===== config.mk =====
export PLATFORM = sky130hd
export DESIGN_NAME = mc_control_fsm
export DESIGN_NICKNAME = d
export VERILOG_FILES = /design/src/rtl/mc_control_fsm.sv
export SDC_FILE = /design/constraint.sdc
export NUM_CORES = 1
export LEC_CHECK = 0
export BUFFER_PORTS_ARGS = -buffer_cell sky130_fd_sc_hd__buf_2
export CORE_MARGIN = 2
export CORE_UTILIZATION = 47
export CTS_BUF_LIST = sky130_fd_sc_hd__clkbuf_16
export DETAILED_ROUTE_END_ITERATION = 16
export MAX_ROUTING_LAYER = met4
export PLACE_DENSITY_LB_ADDON = 0.05
export SLEW_MARGIN = 20
export SYNTH_ARGS = -nofsm -noshare
export SYNTH_HDL_FRONTEND = slang
export SYNTH_SLANG_ARGS = --single-unit

===== constraint.sdc =====
create_clock -name clk -period 2.7 [get_ports clk]
set_clock_uncertainty 0.15 [all_clocks]
set_input_delay 0 -clock clk [delete_from_list [all_inputs] [get_ports clk]]
set_output_delay 0 -clock clk [all_outputs]
set_load 0.01 [all_outputs]

===== src/rtl/mc_control_fsm.sv =====
// Multicycle datapath controller: Moore FSM sequencing fetch/decode/execute/mem/wb.
// In: clk, reset (async low), Opcode, Funct, Zero, Overflow. Out: datapath selects/enables, halted, state.
module mc_control_fsm (
  input  logic       clk,
  input  logic       reset,
  input  logic [5:0] Opcode,
  input  logic [5:0] Funct,
  input  logic       Zero,
  input  logic       Overflow,
  output logic       PCWrite,
  output logic       PCWriteCond,
  output logic [1:0] PCSource,
  output logic [1:0] IorD,
  output logic       MemWR,
  output logic       IRWrite,
  output logic       MDRWrite,
  output logic       AWrite,
  output logic       BWrite,
  output logic       ALUOutWrite,
  output logic       RegWrite,
  output logic       RegDst,
  output logic       MemToReg,
  output logic [1:0] ALUSrcA,
  output logic [1:0] ALUSrcB,
  output logic [2:0] ALUOp,
  output logic       halted,
  output logic [4:0] state
);

  localparam logic [4:0] S_FETCH     = 5'd0;
  localparam logic [4:0] S_FETCH_W   = 5'd1;
  localparam logic [4:0] S_IR_LOAD   = 5'd2;
  localparam logic [4:0] S_DECODE    = 5'd3;
  localparam logic [4:0] S_EXEC_R    = 5'd4;
  localparam logic [4:0] S_WB_R      = 5'd5;
  localparam logic [4:0] S_EXEC_I    = 5'd6;
  localparam logic [4:0] S_WB_I      = 5'd7;
  localparam logic [4:0] S_ADDR      = 5'd8;
  localparam logic [4:0] S_LW_READ   = 5'd9;
  localparam logic [4:0] S_LW_WAIT   = 5'd10;
  localparam logic [4:0] S_LW_MDR    = 5'd11;
  localparam logic [4:0] S_LW_WB     = 5'd12;
  localparam logic [4:0] S_SW_WRITE  = 5'd13;
  localparam logic [4:0] S_BRANCH    = 5'd14;
  localparam logic [4:0] S_JUMP      = 5'd15;
  localparam logic [4:0] S_HALT      = 5'd16;
  localparam logic [4:0] S_ADDM_RD   = 5'd17;
  localparam logic [4:0] S_ADDM_W    = 5'd18;
  localparam logic [4:0] S_ADDM_MDR  = 5'd19;
  localparam logic [4:0] S_ADDM_EXEC = 5'd20;

  logic [4:0] st_q;
  logic [4:0] st_d;
  logic       run_q;

  // Zero only qualifies PCWriteCond inside the datapath.
  logic unused_zero;
  assign unused_zero = Zero;

  logic is_r_fn;
  logic is_alu_r;
  logic is_addm;
  logic is_addi;
  logic is_mem;
  logic is_beq;
  logic is_j;

  assign is_r_fn  = (Funct == 6'h20) || (Funct == 6'h22)
                 || (Funct == 6'h24);
  assign is_alu_r = (Opcode == 6'h00) && is_r_fn;
  assign is_addm  = (Opcode == 6'h00) && (Funct == 6'h05);
  assign is_addi  = (Opcode == 6'h08);
  assign is_mem   = (Opcode == 6'h23) || (Opcode == 6'h2B);
  assign is_beq   = (Opcode == 6'h04);
  assign is_j     = (Opcode == 6'h02);

  // run_q keeps FETCH for the first edge after reset release.
  always_ff @(posedge clk or negedge reset) begin
    if (!reset) begin
      st_q  <= S_FETCH;
      run_q <= 1'b0;
    end else begin
      st_q  <= st_d;
      run_q <= 1'b1;
    end
  end

  always_comb begin
    st_d = S_HALT;
    case (st_q)
      S_FETCH:     st_d = run_q ? S_FETCH_W : S_FETCH;
      S_FETCH_W:   st_d = S_IR_LOAD;
      S_IR_LOAD:   st_d = S_DECODE;
      S_DECODE: begin
        unique case (1'b1)
          is_alu_r: st_d = S_EXEC_R;
          is_addm:  st_d = S_ADDM_RD;
          is_addi:  st_d = S_EXEC_I;
          is_mem:   st_d = S_ADDR;
          is_beq:   st_d = S_BRANCH;
          is_j:     st_d = S_JUMP;
          default:  st_d = S_HALT;
        endcase
      end
      S_EXEC_R:
        st_d = (Overflow && Funct != 6'h24)
             ? S_HALT : S_WB_R;
      S_WB_R:      st_d = S_FETCH;
      S_EXEC_I:    st_d = Overflow ? S_HALT : S_WB_I;
      S_WB_I:      st_d = S_FETCH;
      S_ADDR:
        st_d = (Opcode == 6'h23)
             ? S_LW_READ : S_SW_WRITE;
      S_LW_READ:   st_d = S_LW_WAIT;
      S_LW_WAIT:   st_d = S_LW_MDR;
      S_LW_MDR:    st_d = S_LW_WB;
      S_LW_WB:     st_d = S_FETCH;
      S_SW_WRITE:  st_d = S_FETCH;
      S_BRANCH:    st_d = S_FETCH;
      S_JUMP:      st_d = S_FETCH;
      S_HALT:      st_d = S_HALT;
      S_ADDM_RD:   st_d = S_ADDM_W;
      S_ADDM_W:    st_d = S_ADDM_MDR;
      S_ADDM_MDR:  st_d = S_ADDM_EXEC;
      S_ADDM_EXEC: st_d = Overflow ? S_HALT : S_WB_R;
      default:     st_d = S_HALT;
    endcase
  end

  always_comb begin
    PCWrite     = 1'b0;
    PCWriteCond = 1'b0;
    PCSource    = 2'b00;
    IorD        = 2'b00;
    MemWR       = 1'b0;
    IRWrite     = 1'b0;
    MDRWrite    = 1'b0;
    AWrite      = 1'b0;
    BWrite      = 1'b0;
    ALUOutWrite = 1'b0;
    RegWrite    = 1'b0;
    RegDst      = 1'b0;
    MemToReg    = 1'b0;
    ALUSrcA     = 2'b00;
    ALUSrcB     = 2'b00;
    ALUOp       = 3'b000;
    halted      = 1'b0;
    case (st_q)
      S_FETCH, S_FETCH_W: begin
        ALUSrcB = 2'b01;
        ALUOp   = 3'b001;
      end
      S_IR_LOAD: begin
        IRWrite = 1'b1;
        PCWrite = 1'b1;
        ALUSrcB = 2'b01;
        ALUOp   = 3'b001;
      end
      S_DECODE: begin
        AWrite      = 1'b1;
        BWrite      = 1'b1;
        ALUOutWrite = 1'b1;
        ALUSrcB     = 2'b11;
        ALUOp       = 3'b001;
      end
      S_EXEC_R: begin
        ALUSrcA     = 2'b01;
        ALUOutWrite = 1'b1;
        case (Funct)
          6'h22:   ALUOp = 3'b010;
          6'h24:   ALUOp = 3'b011;
          default: ALUOp = 3'b001;
        endcase
      end
      S_WB_R: begin
        RegWrite = 1'b1;
        RegDst   = 1'b1;
      end
      S_EXEC_I, S_ADDR: begin
        ALUSrcA     = 2'b01;
        ALUSrcB     = 2'b10;
        ALUOp       = 3'b001;
        ALUOutWrite = 1'b1;
      end
      S_WB_I:      RegWrite = 1'b1;
      S_LW_READ, S_LW_WAIT: IorD = 2'b01;
      S_LW_MDR: begin
        IorD     = 2'b01;
        MDRWrite = 1'b1;
      end
      S_LW_WB: begin
        RegWrite = 1'b1;
        MemToReg = 1'b1;
      end
      S_SW_WRITE: begin
        IorD  = 2'b01;
        MemWR = 1'b1;
      end
      S_BRANCH: begin
        ALUSrcA     = 2'b01;
        ALUOp       = 3'b010;
        PCWriteCond = 1'b1;
        PCSource    = 2'b01;
      end
      S_JUMP: begin
        PCWrite  = 1'b1;
        PCSource = 2'b10;
      end
      S_HALT:      halted = 1'b1;
      S_ADDM_RD, S_ADDM_W: IorD = 2'b10;
      S_ADDM_MDR: begin
        IorD     = 2'b10;
        MDRWrite = 1'b1;
      end
      S_ADDM_EXEC: begin
        ALUSrcA     = 2'b10;
        ALUOp       = 3'b001;
        ALUOutWrite = 1'b1;
      end
      default: ;
    endcase
  end

  assign state = st_q;

endmodule


==> results.toml <==
[placement]
hpwl_um = 1550
gp_congestion = 0.837
placed_cell_area_sq_um = 941
port_buffers = 41
dpl.cell_count = 157

[worst_setup_path]
worst_ep_required_time_ns = 2.55
r2r-start = "state[4]$_DFF_PN0_"
worstRegToRegCells = 6
cp_max_fo = 15
r2r_end = "state[0]$_DFF_PN0_"
end_kind = "output pin"
critical_path_class = "flop to output pin"
r2r_slack_ns = 0.86
crit_arrival_ns = 1.92
start_kind = "flop"

[clock_tree]
insertion_delay_ns = 0.22
htree_levels = 1
root_buffer = "clkbuf_16"
clk_pin_slew_ns = 0.03
cts_tree = "built"
cts_hold_buffers = 3
cts_sinks = 6
cts_setup_buffers = 0
cts_resized = 0
cts_buffers = 3
clock_path_buffers = 2

[synth]
seq_area_frac_synth_pct = 18.6
synthCells = 111
synth_area_per_cell_sq_um = 7.27
ys.warnings.count = 0
synth_area_sq_um = 807
synth_nets = 127
ys_ff_latch = 6
yosys.cell_types.count = 44

[floorplanning]
die-height_um = 45.4
io_pins = 44
coreArea_sq_um = 1560
std_cell_rows = 14
fp.dieW_um = 45.4
fp.dieArea_sq_um = 2060
start_util_pct = 51.8

[power_and_ir_drop]
power_uw = 962
powerDensity_nw_per_um2 = 920
vdd_drop_max_v = 0.000766
leakagePower_nw = 0.516

[global_route]
grt_pass1_vias = 799
grt_max_degree = 19
grtUsageTotal_pct = 22.9
overflow = 0
antenna_found_initial = 0
grt_pass1_wl_um = 3360

[hold_path]
hold_depth = 3
min_path_type = "primary input to flop"
hp-start = "Opcode[2]"
whs_endpoint = "state[3]$_DFF_PN0_"

[routing]
wl_per_cell_um = 12.8
first_pass_iters = 4
remaining_drc_errors = 0
wirelength_um = 2090
vias_per_cell = 5.58
drtAntennaViolNets = 0
vias = 910
first_iter_violations = 18

[final_layout]
final_cell_mix = "41 x buf_2, 13 x nor2_1, 11 x nor3_1"
area_growth_pct = 29.6
fin_nets = 165
finalNonFillerCells = 163
drive_gt1_share_pct = 35.4
final_common_cell = "buf_2"
insertedDiodeCount = 0
final_cell_area_sq_um = 1050

[sta]
setup_viol = 0
hold_slack_ns = 0.0235
fin_crit_sh_pct = 76.8
slew_headroom_pct = 62.4
fmax_mhz = 482
rsz0062_at_grt = "false"
drv_slew = 0
finalHoldViolCount = 0
period_minus_slack_ns = 2.07
worstMarginPinSlew_ns = 0.564
tns_ns = 0

[outcome]
status = "finished, final reports clean"

[job]
drv_cap = 0
==> stage by stage <==
step	setup WS, ns	utilization, %
6_report	0.627	67.1
5_1_grt	0.534	67.1
4_1_cts	0.636	67.1
3_5_place_dp	0.878	60.4
3_3_place_gp	0.869	60.4
2_1_floorplan	1.08	-
==> worst max-delay path, stage by stage (launching register included) <==
cell and delay (ns):
dfrtp_1 0.54, and2b_2 0.36, nand2_1 0.08, or4b_1 0.47, o21ai_1 0.09, buf_2 0.15
==> flip-flops by register name, indices dropped and copies added (netlist names) <==
| register | cells |
|---|---|
| run_q | 1 |
| state | 5 |
==> where the power goes <==
group          switching [mW]  internal [mW]  total (mW)
logic                   0.277          0.220       0.497
clock network          0.0440          0.190       0.233
registers               0.113          0.119       0.232
==> how the worst max path moves through the flow <==
stage | cells after the start | endpoint | startpoint | slack [ns]
after floorplan | 6 | PCSource[0] | state[4]$_DFF_PN0_ | 1.08
after global placement | 6 | state[0]$_DFF_PN0_ | state[4]$_DFF_PN0_ | 0.87
after detailed placement | 6 | state[0]$_DFF_PN0_ | state[4]$_DFF_PN0_ | 0.88
after CTS | 5 | ALUOp[1] | state[3]$_DFF_PN0_ | 0.64
after global routing | 5 | ALUOp[1] | state[3]$_DFF_PN0_ | 0.53
final | 5 | ALUOp[1] | state[3]$_DFF_PN0_ | 0.63
==> layer usage <==
layer	vias up	GRT usage, %	wire length, um
li1	469	-	-
met1	391	26.2	847
met2	46	40.3	1060
met3	4	4.76	142
met4	0	5.88	36
met5	-	-	0
==> area by class of cell <==
cell class | instances | area [sq um]
Clock buffer | 3 | 75.1
Fill cell | 135 | 513
Inverter | 6 | 22.5
Multi-Input combinational cell | 88 | 543
Sequential cell | 6 | 150
Tap cell | 16 | 20.0
Timing Repair Buffer | 44 | 235
==> cell usage after synthesis (all sizes together) <==
library cell | n | area (sq um)
a211o | 1 | 8.76
a211oi | 1 | 7.51
a21o | 1 | 7.51
a21oi | 8 | 40.0
a221oi | 1 | 15.0
a22oi | 1 | 7.51
a2bb2oi | 1 | 8.76
a311o | 1 | 10.0
a31oi | 1 | 6.26
and2b | 1 | 8.76
and3 | 1 | 6.26
and4 | 1 | 8.76
buf | 9 | 83.8
clkbuf | 2 | 7.51
conb | 2 | 7.51
dfrtp | 6 | 150
inv | 6 | 22.5
nand2 | 8 | 30.0
nand2b | 2 | 20.0
nand3 | 4 | 30.0
nand3b | 1 | 7.51
nor2 | 13 | 48.8
nor2b | 2 | 12.5
nor3 | 11 | 55.1
nor4 | 1 | 6.26
nor4b | 2 | 23.8
o211ai | 1 | 7.51
o21ai | 6 | 30.0
o22ai | 2 | 12.5
o31a | 1 | 8.76
o31ai | 1 | 7.51
o32a | 1 | 10.0
o32ai | 1 | 8.76
or2 | 2 | 12.5
or4 | 2 | 15.0
or4b | 1 | 10.0
xnor2 | 4 | 35.0
xor2 | 1 | 8.76
==> cells by family after synthesis <==
| kind of cell | Yosys count | share of synthesized area [%] |
|---|---|---|
| AND/OR/NAND/NOR | 52 | 36.6 |
| AO/OA/AOI/OAI | 29 | 24.3 |
| buffers and inverters | 17 | 14.1 |
| flip-flops | 6 | 18.6 |
| XOR/XNOR | 5 | 5.43 |
| other | 2 | 0.931 |
Note: power is estimated with default switching activity, not from simulation.
